### src/rtl/bp_update_sched.sv
// Port scheduler for one single-ported branch-predictor counter table: lookups win the
// port, queued updates run as saturating read-modify-writes. Optional sweep: BP_INIT_SWEEP_EN.
module bp_update_sched #(
   parameter int IndexBits = 10,
   parameter int CtrBits   = 2,
   parameter int FifoDepth = 4
) (
   input  logic                 clk_i,
   input  logic                 rst_i,
   input  logic                 flush_bp_i,
   input  logic                 lookup_valid_i,
   input  logic [IndexBits-1:0] lookup_index_i,
   output logic                 pred_valid_o,
   output logic                 pred_taken_o,
   input  logic                 upd_valid_i,
   input  logic [IndexBits-1:0] upd_index_i,
   input  logic                 upd_taken_i,
   output logic                 upd_ready_o,
   output logic                 busy_o,
   output logic                 tbl_req_o,
   output logic                 tbl_we_o,
   output logic [IndexBits-1:0] tbl_addr_o,
   output logic [CtrBits-1:0]   tbl_wdata_o,
   input  logic [CtrBits-1:0]   tbl_rdata_i
);

   localparam int PtrBits = $clog2(FifoDepth);
   localparam logic [CtrBits-1:0] CTR_MAX  = {CtrBits{1'b1}};
   localparam logic [CtrBits-1:0] CTR_ZERO = {CtrBits{1'b0}};
   localparam logic [CtrBits-1:0] CTR_ONE  = {{(CtrBits-1){1'b0}}, 1'b1};
   localparam logic [PtrBits:0]   FIFO_FULL = FifoDepth[PtrBits:0];
   localparam logic [IndexBits-1:0] IDX_ZERO = {IndexBits{1'b0}};

   typedef enum logic [1:0] {
`ifdef BP_INIT_SWEEP_EN
      ST_INIT = 2'd3,
`endif
      ST_IDLE = 2'd0,
      ST_RD   = 2'd1,
      ST_WR   = 2'd2
   } state_t;

`ifdef BP_INIT_SWEEP_EN
   localparam logic [CtrBits-1:0]   INIT_VAL   = {1'b0, {(CtrBits-1){1'b1}}};
   localparam logic [IndexBits-1:0] IDX_LAST   = {IndexBits{1'b1}};
   localparam logic [IndexBits-1:0] IDX_ONE    = {{(IndexBits-1){1'b0}}, 1'b1};
   localparam state_t               RESTART_ST = ST_INIT;
`else
   localparam state_t               RESTART_ST = ST_IDLE;
`endif

   function automatic logic [CtrBits-1:0] sat_update(input logic [CtrBits-1:0] ctr,
                                                     input logic taken);
      if (taken) begin
         return (ctr == CTR_MAX) ? ctr : ctr + CTR_ONE;
      end else begin
         return (ctr == CTR_ZERO) ? ctr : ctr - CTR_ONE;
      end
   endfunction

   state_t                 state_r, state_nxt_s;
   logic [IndexBits-1:0]   idx_r;
   logic                   taken_r;
   logic [CtrBits-1:0]     new_r, new_nxt_s, upd_val_s;
   logic                   pred_valid_r;
   logic                   grant_s, pop_s, push_s, empty_s, full_s, is_init_s;
   logic                   tbl_req_s, tbl_we_s;
   logic [IndexBits-1:0]   tbl_addr_s;
   logic [CtrBits-1:0]     tbl_wdata_s;
   logic [IndexBits:0]     fifo_r [FifoDepth];
   logic [IndexBits:0]     head_s;
   logic [PtrBits-1:0]     wr_ptr_r, rd_ptr_r;
   logic [PtrBits:0]       count_r;

`ifdef BP_INIT_SWEEP_EN
   logic [IndexBits-1:0]   sweep_r, sweep_nxt_s;
   assign is_init_s = (state_r == ST_INIT);
`else
   assign is_init_s = 1'b0;
`endif

   assign empty_s     = (count_r == {(PtrBits+1){1'b0}});
   assign full_s      = (count_r == FIFO_FULL);
   assign grant_s     = lookup_valid_i & ~is_init_s;
   assign upd_ready_o = ~full_s & ~is_init_s;
   assign push_s      = upd_valid_i & upd_ready_o & ~flush_bp_i;
   assign head_s      = fifo_r[rd_ptr_r];
   assign upd_val_s   = sat_update(tbl_rdata_i, taken_r);
   assign busy_o      = is_init_s;

   // Next state and table port; a flush drops any access except a granted lookup
   always_comb begin
      state_nxt_s = state_r;
      new_nxt_s   = new_r;
      pop_s       = 1'b0;
      tbl_req_s   = 1'b0;
      tbl_we_s    = 1'b0;
      tbl_addr_s  = IDX_ZERO;
      tbl_wdata_s = CTR_ZERO;
`ifdef BP_INIT_SWEEP_EN
      sweep_nxt_s = flush_bp_i ? IDX_ZERO : sweep_r;
`endif
      case (state_r)
`ifdef BP_INIT_SWEEP_EN
         ST_INIT: begin
            if (flush_bp_i) begin
               state_nxt_s = ST_INIT;
            end else begin
               tbl_req_s   = 1'b1;
               tbl_we_s    = 1'b1;
               tbl_addr_s  = sweep_r;
               tbl_wdata_s = INIT_VAL;
               if (sweep_r == IDX_LAST) begin
                  state_nxt_s = ST_IDLE;
               end else begin
                  sweep_nxt_s = sweep_r + IDX_ONE;
               end
            end
         end
`endif
         ST_IDLE: begin
            if (grant_s) begin
               tbl_req_s  = 1'b1;
               tbl_addr_s = lookup_index_i;
            end else if (!flush_bp_i && !empty_s) begin
               pop_s       = 1'b1;
               tbl_req_s   = 1'b1;
               tbl_addr_s  = head_s[IndexBits-1:0];
               state_nxt_s = ST_RD;
            end else begin
               state_nxt_s = ST_IDLE;
            end
            if (flush_bp_i) begin
               state_nxt_s = RESTART_ST;
            end else begin
               state_nxt_s = state_nxt_s;
            end
         end
         ST_RD: begin
            if (grant_s) begin
               tbl_req_s   = 1'b1;
               tbl_addr_s  = lookup_index_i;
               new_nxt_s   = upd_val_s;
               state_nxt_s = flush_bp_i ? RESTART_ST : ST_WR;
            end else if (flush_bp_i) begin
               state_nxt_s = RESTART_ST;
            end else begin
               tbl_req_s   = 1'b1;
               tbl_we_s    = 1'b1;
               tbl_addr_s  = idx_r;
               tbl_wdata_s = upd_val_s;
               state_nxt_s = ST_IDLE;
            end
         end
         ST_WR: begin
            if (grant_s) begin
               tbl_req_s   = 1'b1;
               tbl_addr_s  = lookup_index_i;
               state_nxt_s = flush_bp_i ? RESTART_ST : ST_WR;
            end else if (flush_bp_i) begin
               state_nxt_s = RESTART_ST;
            end else begin
               tbl_req_s   = 1'b1;
               tbl_we_s    = 1'b1;
               tbl_addr_s  = idx_r;
               tbl_wdata_s = new_r;
               state_nxt_s = ST_IDLE;
            end
         end
         default: begin
            state_nxt_s = RESTART_ST;
         end
      endcase
   end

   // Table port is held quiet while reset is asserted
   assign tbl_req_o   = tbl_req_s & ~rst_i;
   assign tbl_we_o    = tbl_we_s & ~rst_i;
   assign tbl_addr_o  = rst_i ? IDX_ZERO : tbl_addr_s;
   assign tbl_wdata_o = rst_i ? CTR_ZERO : tbl_wdata_s;
   assign pred_taken_o = pred_valid_r & tbl_rdata_i[CtrBits-1];
   assign pred_valid_o = pred_valid_r;

   // Scheduler state, latched RMW operands and prediction-valid flag
   always_ff @(posedge clk_i or posedge rst_i) begin
      if (rst_i) begin
         state_r      <= RESTART_ST;
         idx_r        <= IDX_ZERO;
         taken_r      <= 1'b0;
         new_r        <= CTR_ZERO;
         pred_valid_r <= 1'b0;
      end else begin
         state_r      <= state_nxt_s;
         new_r        <= new_nxt_s;
         pred_valid_r <= grant_s;
         if (pop_s) begin
            idx_r   <= head_s[IndexBits-1:0];
            taken_r <= head_s[IndexBits];
         end
      end
   end

`ifdef BP_INIT_SWEEP_EN
   // Sweep address counter
   always_ff @(posedge clk_i or posedge rst_i) begin
      if (rst_i) begin
         sweep_r <= IDX_ZERO;
      end else begin
         sweep_r <= sweep_nxt_s;
      end
   end
`endif

   // Update FIFO pointers and occupancy
   always_ff @(posedge clk_i or posedge rst_i) begin
      if (rst_i) begin
         wr_ptr_r <= {PtrBits{1'b0}};
         rd_ptr_r <= {PtrBits{1'b0}};
         count_r  <= {(PtrBits+1){1'b0}};
      end else if (flush_bp_i) begin
         wr_ptr_r <= {PtrBits{1'b0}};
         rd_ptr_r <= {PtrBits{1'b0}};
         count_r  <= {(PtrBits+1){1'b0}};
      end else begin
         wr_ptr_r <= wr_ptr_r + {{(PtrBits-1){1'b0}}, push_s};
         rd_ptr_r <= rd_ptr_r + {{(PtrBits-1){1'b0}}, pop_s};
         count_r  <= count_r + {{PtrBits{1'b0}}, push_s} - {{PtrBits{1'b0}}, pop_s};
      end
   end

   // Update FIFO storage
   always_ff @(posedge clk_i) begin
      if (push_s) begin
         fifo_r[wr_ptr_r] <= {upd_taken_i, upd_index_i};
      end
   end

endmodule

### config.mk
export PLATFORM = sky130hd
export DESIGN_NAME = bp_update_sched
export DESIGN_NICKNAME = d
export VERILOG_FILES = /design/src/rtl/bp_update_sched.sv
export SDC_FILE = /design/constraint.sdc
export NUM_CORES = 1
export LEC_CHECK = 0
export CAP_MARGIN = 20
export CORE_MARGIN = 2
export CORE_UTILIZATION = 25
export DETAILED_ROUTE_END_ITERATION = 8
export SLEW_MARGIN = 20
export SYNTH_ARGS = -nofsm -noshare
export SYNTH_HDL_FRONTEND = slang
export SYNTH_SLANG_ARGS = --single-unit
### constraint.sdc
create_clock -name clk_i -period 3.9 [get_ports clk_i]
set_clock_uncertainty 0.05 [all_clocks]
set_input_delay 0.585 -clock clk_i [delete_from_list [all_inputs] [get_ports clk_i]]
set_output_delay 0.585 -clock clk_i [all_outputs]
set_load 0.05 [all_outputs]
==> flow_summary.yaml <==
clock_network:
  cts_root_buf: "clkbuf_16"
  cts.sinks: 67
  cts.clk_slew.worst_paths_ns: 0.05
  cts_resized: 0
  post_cts_buffers: 0
  hold_buffers: 0
  clk_path_buf_depth: 2
  numCtsBuffers: 9
  htree_levels: 3
  clk_latency_ns: 0.32
  cts_tree: "yes"
yosys:
  yosysTopAreaCellShare: 0.446
  yosys_most_used_dff: "edfxtp_1"
  yosysWarnings: 0
  synth_area_leader_cell: "edfxtp_1"
  netlist_area_um2: 2960
  yosysSeqAreaShare: 0.640
  synth_fp_nets: 229
  synth.area.top_cells: "edfxtp_1, dfrtp_1, mux4_2"
  async_flop_share: 0.343
  syn_inst: 194
  synth-seq-cells: 67
  synth_area_per_cell_um2: 15.3
  yosys.cell_types.count: 36
  synth-edff-count: 44
route:
  antenna_left: 0
  wl_per_cell_um: 15.4
  dr.pass1.iters: 6
  vias_per_cell: 4.52
  remaining_drc_errors: 6
  routed_wl_um: 6090
  drtIter0Drc: 81
  vias: 1788
global_route:
  grtUsageTotal: 0.101
  antenna_found_initial: 0
  grt_pass1_wl_um: 9640
  grt_pass1_vias: 1814
  grt_overflow: 0
  grt_max_degree: 24
setup_path:
  crit_required_ns: 3.26
  slowest_delay_ns: 0.63
  r2r_cells: 10
  cpLargestDelayFamily: "buffers and inverters"
  worstSetupPathType: "in -> out"
  cp_max_fo: 13
  crit_buf_inv: 3
  worst_setup_path_end_kind: "primary output"
  crit_arrival_ns: 2.51
  cp_cell_sequence: "clkdlybuf4s50_1 -> inv_1 -> nor2_1 -> a221oi_1 -> nor2_1 -> buf_4"
  crit_cells: 6
  startpoint_type: "primary input"
  cpMostUsedCell: "nor2_1"
  critPathSlowestCell: "clkdlybuf4s50_1"
hold_path:
  hold_path_class: "reg -> reg"
  min_path_cells: 1
sta:
  rsz0062_at_grt: "false"
  period_share: 0.807
  drv_slew: 0
  fmaxAchievable_mhz: 318
  tns_ns: 0
  setup_viol: 0
  holdWs_ns: 0.442
  hold_violations: 0
  slew_headroom: 0.513
  min_period_ns: 3.15
  worstMarginPinSlew_ns: 0.731
power:
  power.density_nw_per_um2: 586
  p_leak_nw: 1.44
  ir_drop_uv: 171
finish:
  area_growth_pct: 29.5
  fillers: 1124
  multiInputGateArea_um2: 972
  num-nets-final: 283
  insertedDiodeCount: 0
  drive_gt1_frac: 0.221
  seq_area_um2: 1900
floorplan:
  fp.dieH_um: 113
  initial_core_util: 0.257
  core_um2: 11500
  num_io_pins: 46
  die_w_um: 113
  dieArea_um2: 12700
  rows: 39
outcome:
  violations: "DRC"
  status: "finished, violations left"
placed_design:
  place_congestion: 0.683
  portBuffers: 44
  hpwl_um: 4310
run:
  drv_cap: 0
-- worst reg2reg max path: stages, from the launching register on --
cell and delay [ns]:
dfrtp_1 0.41, inv_1 0.10, ha_1 0.22, nand2b_1 0.12, or3_1 0.37, xnor2_1 0.19, ha_1 0.17, inv_1 0.05
fa_1 0.37, xnor2_1 0.17, nor2_1 0.05
-- metal layers --
metal / vias up / share of wire / global-route usage
met3: 5 / 0.054 / 0.0375
met2: 42 / 0.47 / 0.156
met1: 905 / 0.47 / 0.134
li1: 836 / - / -
met5: - / 0 / 0
met4: 0 / 0.0059 / 0.0268
-- cells in the final DEF (no fill, tap or decap), types with 2 or more instances in the layout --
master           Yosys  layout
edfxtp_1            44      44
clkdlybuf4s50_1      0      32
nor2_1              26      26
dfrtp_1             23      23
buf_4                1      20
mux4_2              11      11
o21ai_0             10      10
a221oi_1            10      10
inv_1                9       9
clkbuf_16            0       9
mux2_4               7       7
ha_1                 6       6
mux2_2               4       4
xnor2_1              4       4
nor3_1               3       3
a21oi_1              3       3
clkinv_1             0       3
maj3_1               2       2
nand2_1              2       2
nor2b_1              2       2
xor2_1               2       2
a22oi_1              2       2
mux2_1               2       2
clkinv_2             0       2
-- synth_stat cells, types with 2 or more instances --
cell type  number
mux4_2         11
edfxtp_1       44
nor3_1          3
mux2_1          2
maj3_1          2
a21oi_1         3
nand2_1         2
clkbuf_1        4
nor2b_1         2
ha_1            6
buf_6           3
o21ai_0        10
a22oi_1         2
dfrtp_1        23
mux2_2          4
xor2_1          2
inv_1           9
a221oi_1       10
nor2_1         26
mux2_4          7
xnor2_1         4
-- cell type report --
class / instances / area share
clock inverter: 7 / 0.0153
clock buffer: 9 / 0.0587
multi-input combinational: 109 / 0.253
timing repair buffer: 52 / 0.123
tap: 143 / 0.0466
sequential: 67 / 0.494
inverter: 9 / 0.00881
-- sequential cells by signal, summed over array words and instances, names as in the netlist --
signal	count
fifo_r	44
idx_r	10
count_r	3
new_r	2
rd_ptr_r	2
state_r	2
wr_ptr_r	2
pred_valid_o	1
taken_r	1
-- cell families after synthesis --
group | after synthesis | synth area share
mux | 24 | 0.142
fa+ha+maj | 9 | 0.0389
simple gates | 43 | 0.0693
xor+xnor | 6 | 0.0177
flops | 67 | 0.640
other cells | 1 | 0.00127
buf+inv | 18 | 0.0317
compound gates | 26 | 0.0591
-- power by group --
| group | internal (W) | switching, W |
|---|---|---|
| combinational | 0.000268 | 0.000280 |
| sequential | 0.000867 | 0.0000792 |
| clock | 0.000485 | 0.000268 |
-- through the flow --
| step | area [um^2] | std cells | power (W) | setup WS, ns | util |
|---|---|---|---|---|---|
| 2_1_floorplan | 2960 | 194 | 0.00135 | 1.26 | - |
| 3_3_place_gp | 3550 | 380 | 0.00150 | 0.773 | 0.308 |
| 3_5_place_dp | 3550 | 380 | 0.00151 | 0.720 | 0.308 |
| 4_1_cts | 3840 | 396 | 0.00228 | 0.712 | 0.333 |
| 5_1_grt | 3840 | 396 | 0.00236 | 0.585 | 0.333 |
| 6_report | 3840 | 396 | 0.00225 | 0.752 | 0.333 |
-- worst paths after layout --
path                                         from               endpoint  slack (ns)
max                                lookup_valid_i          tbl_addr_o[1]        0.75
min                          idx_r[1]$_DFFE_PP0P_   idx_r[1]$_DFFE_PP0P_        0.44
max reg2reg                state_r[0]$_DFFE_PP0P_   count_r[2]$_DFF_PP0_        1.51
min reg2reg                  idx_r[1]$_DFFE_PP0P_   idx_r[1]$_DFFE_PP0P_        0.44
max in group asynchronous                   rst_i  wr_ptr_r[1]$_DFF_PP0_        2.93
min in group asynchronous                   rst_i   idx_r[3]$_DFFE_PP0P_        0.63
Note: power is estimated with default switching activity, not from simulation.
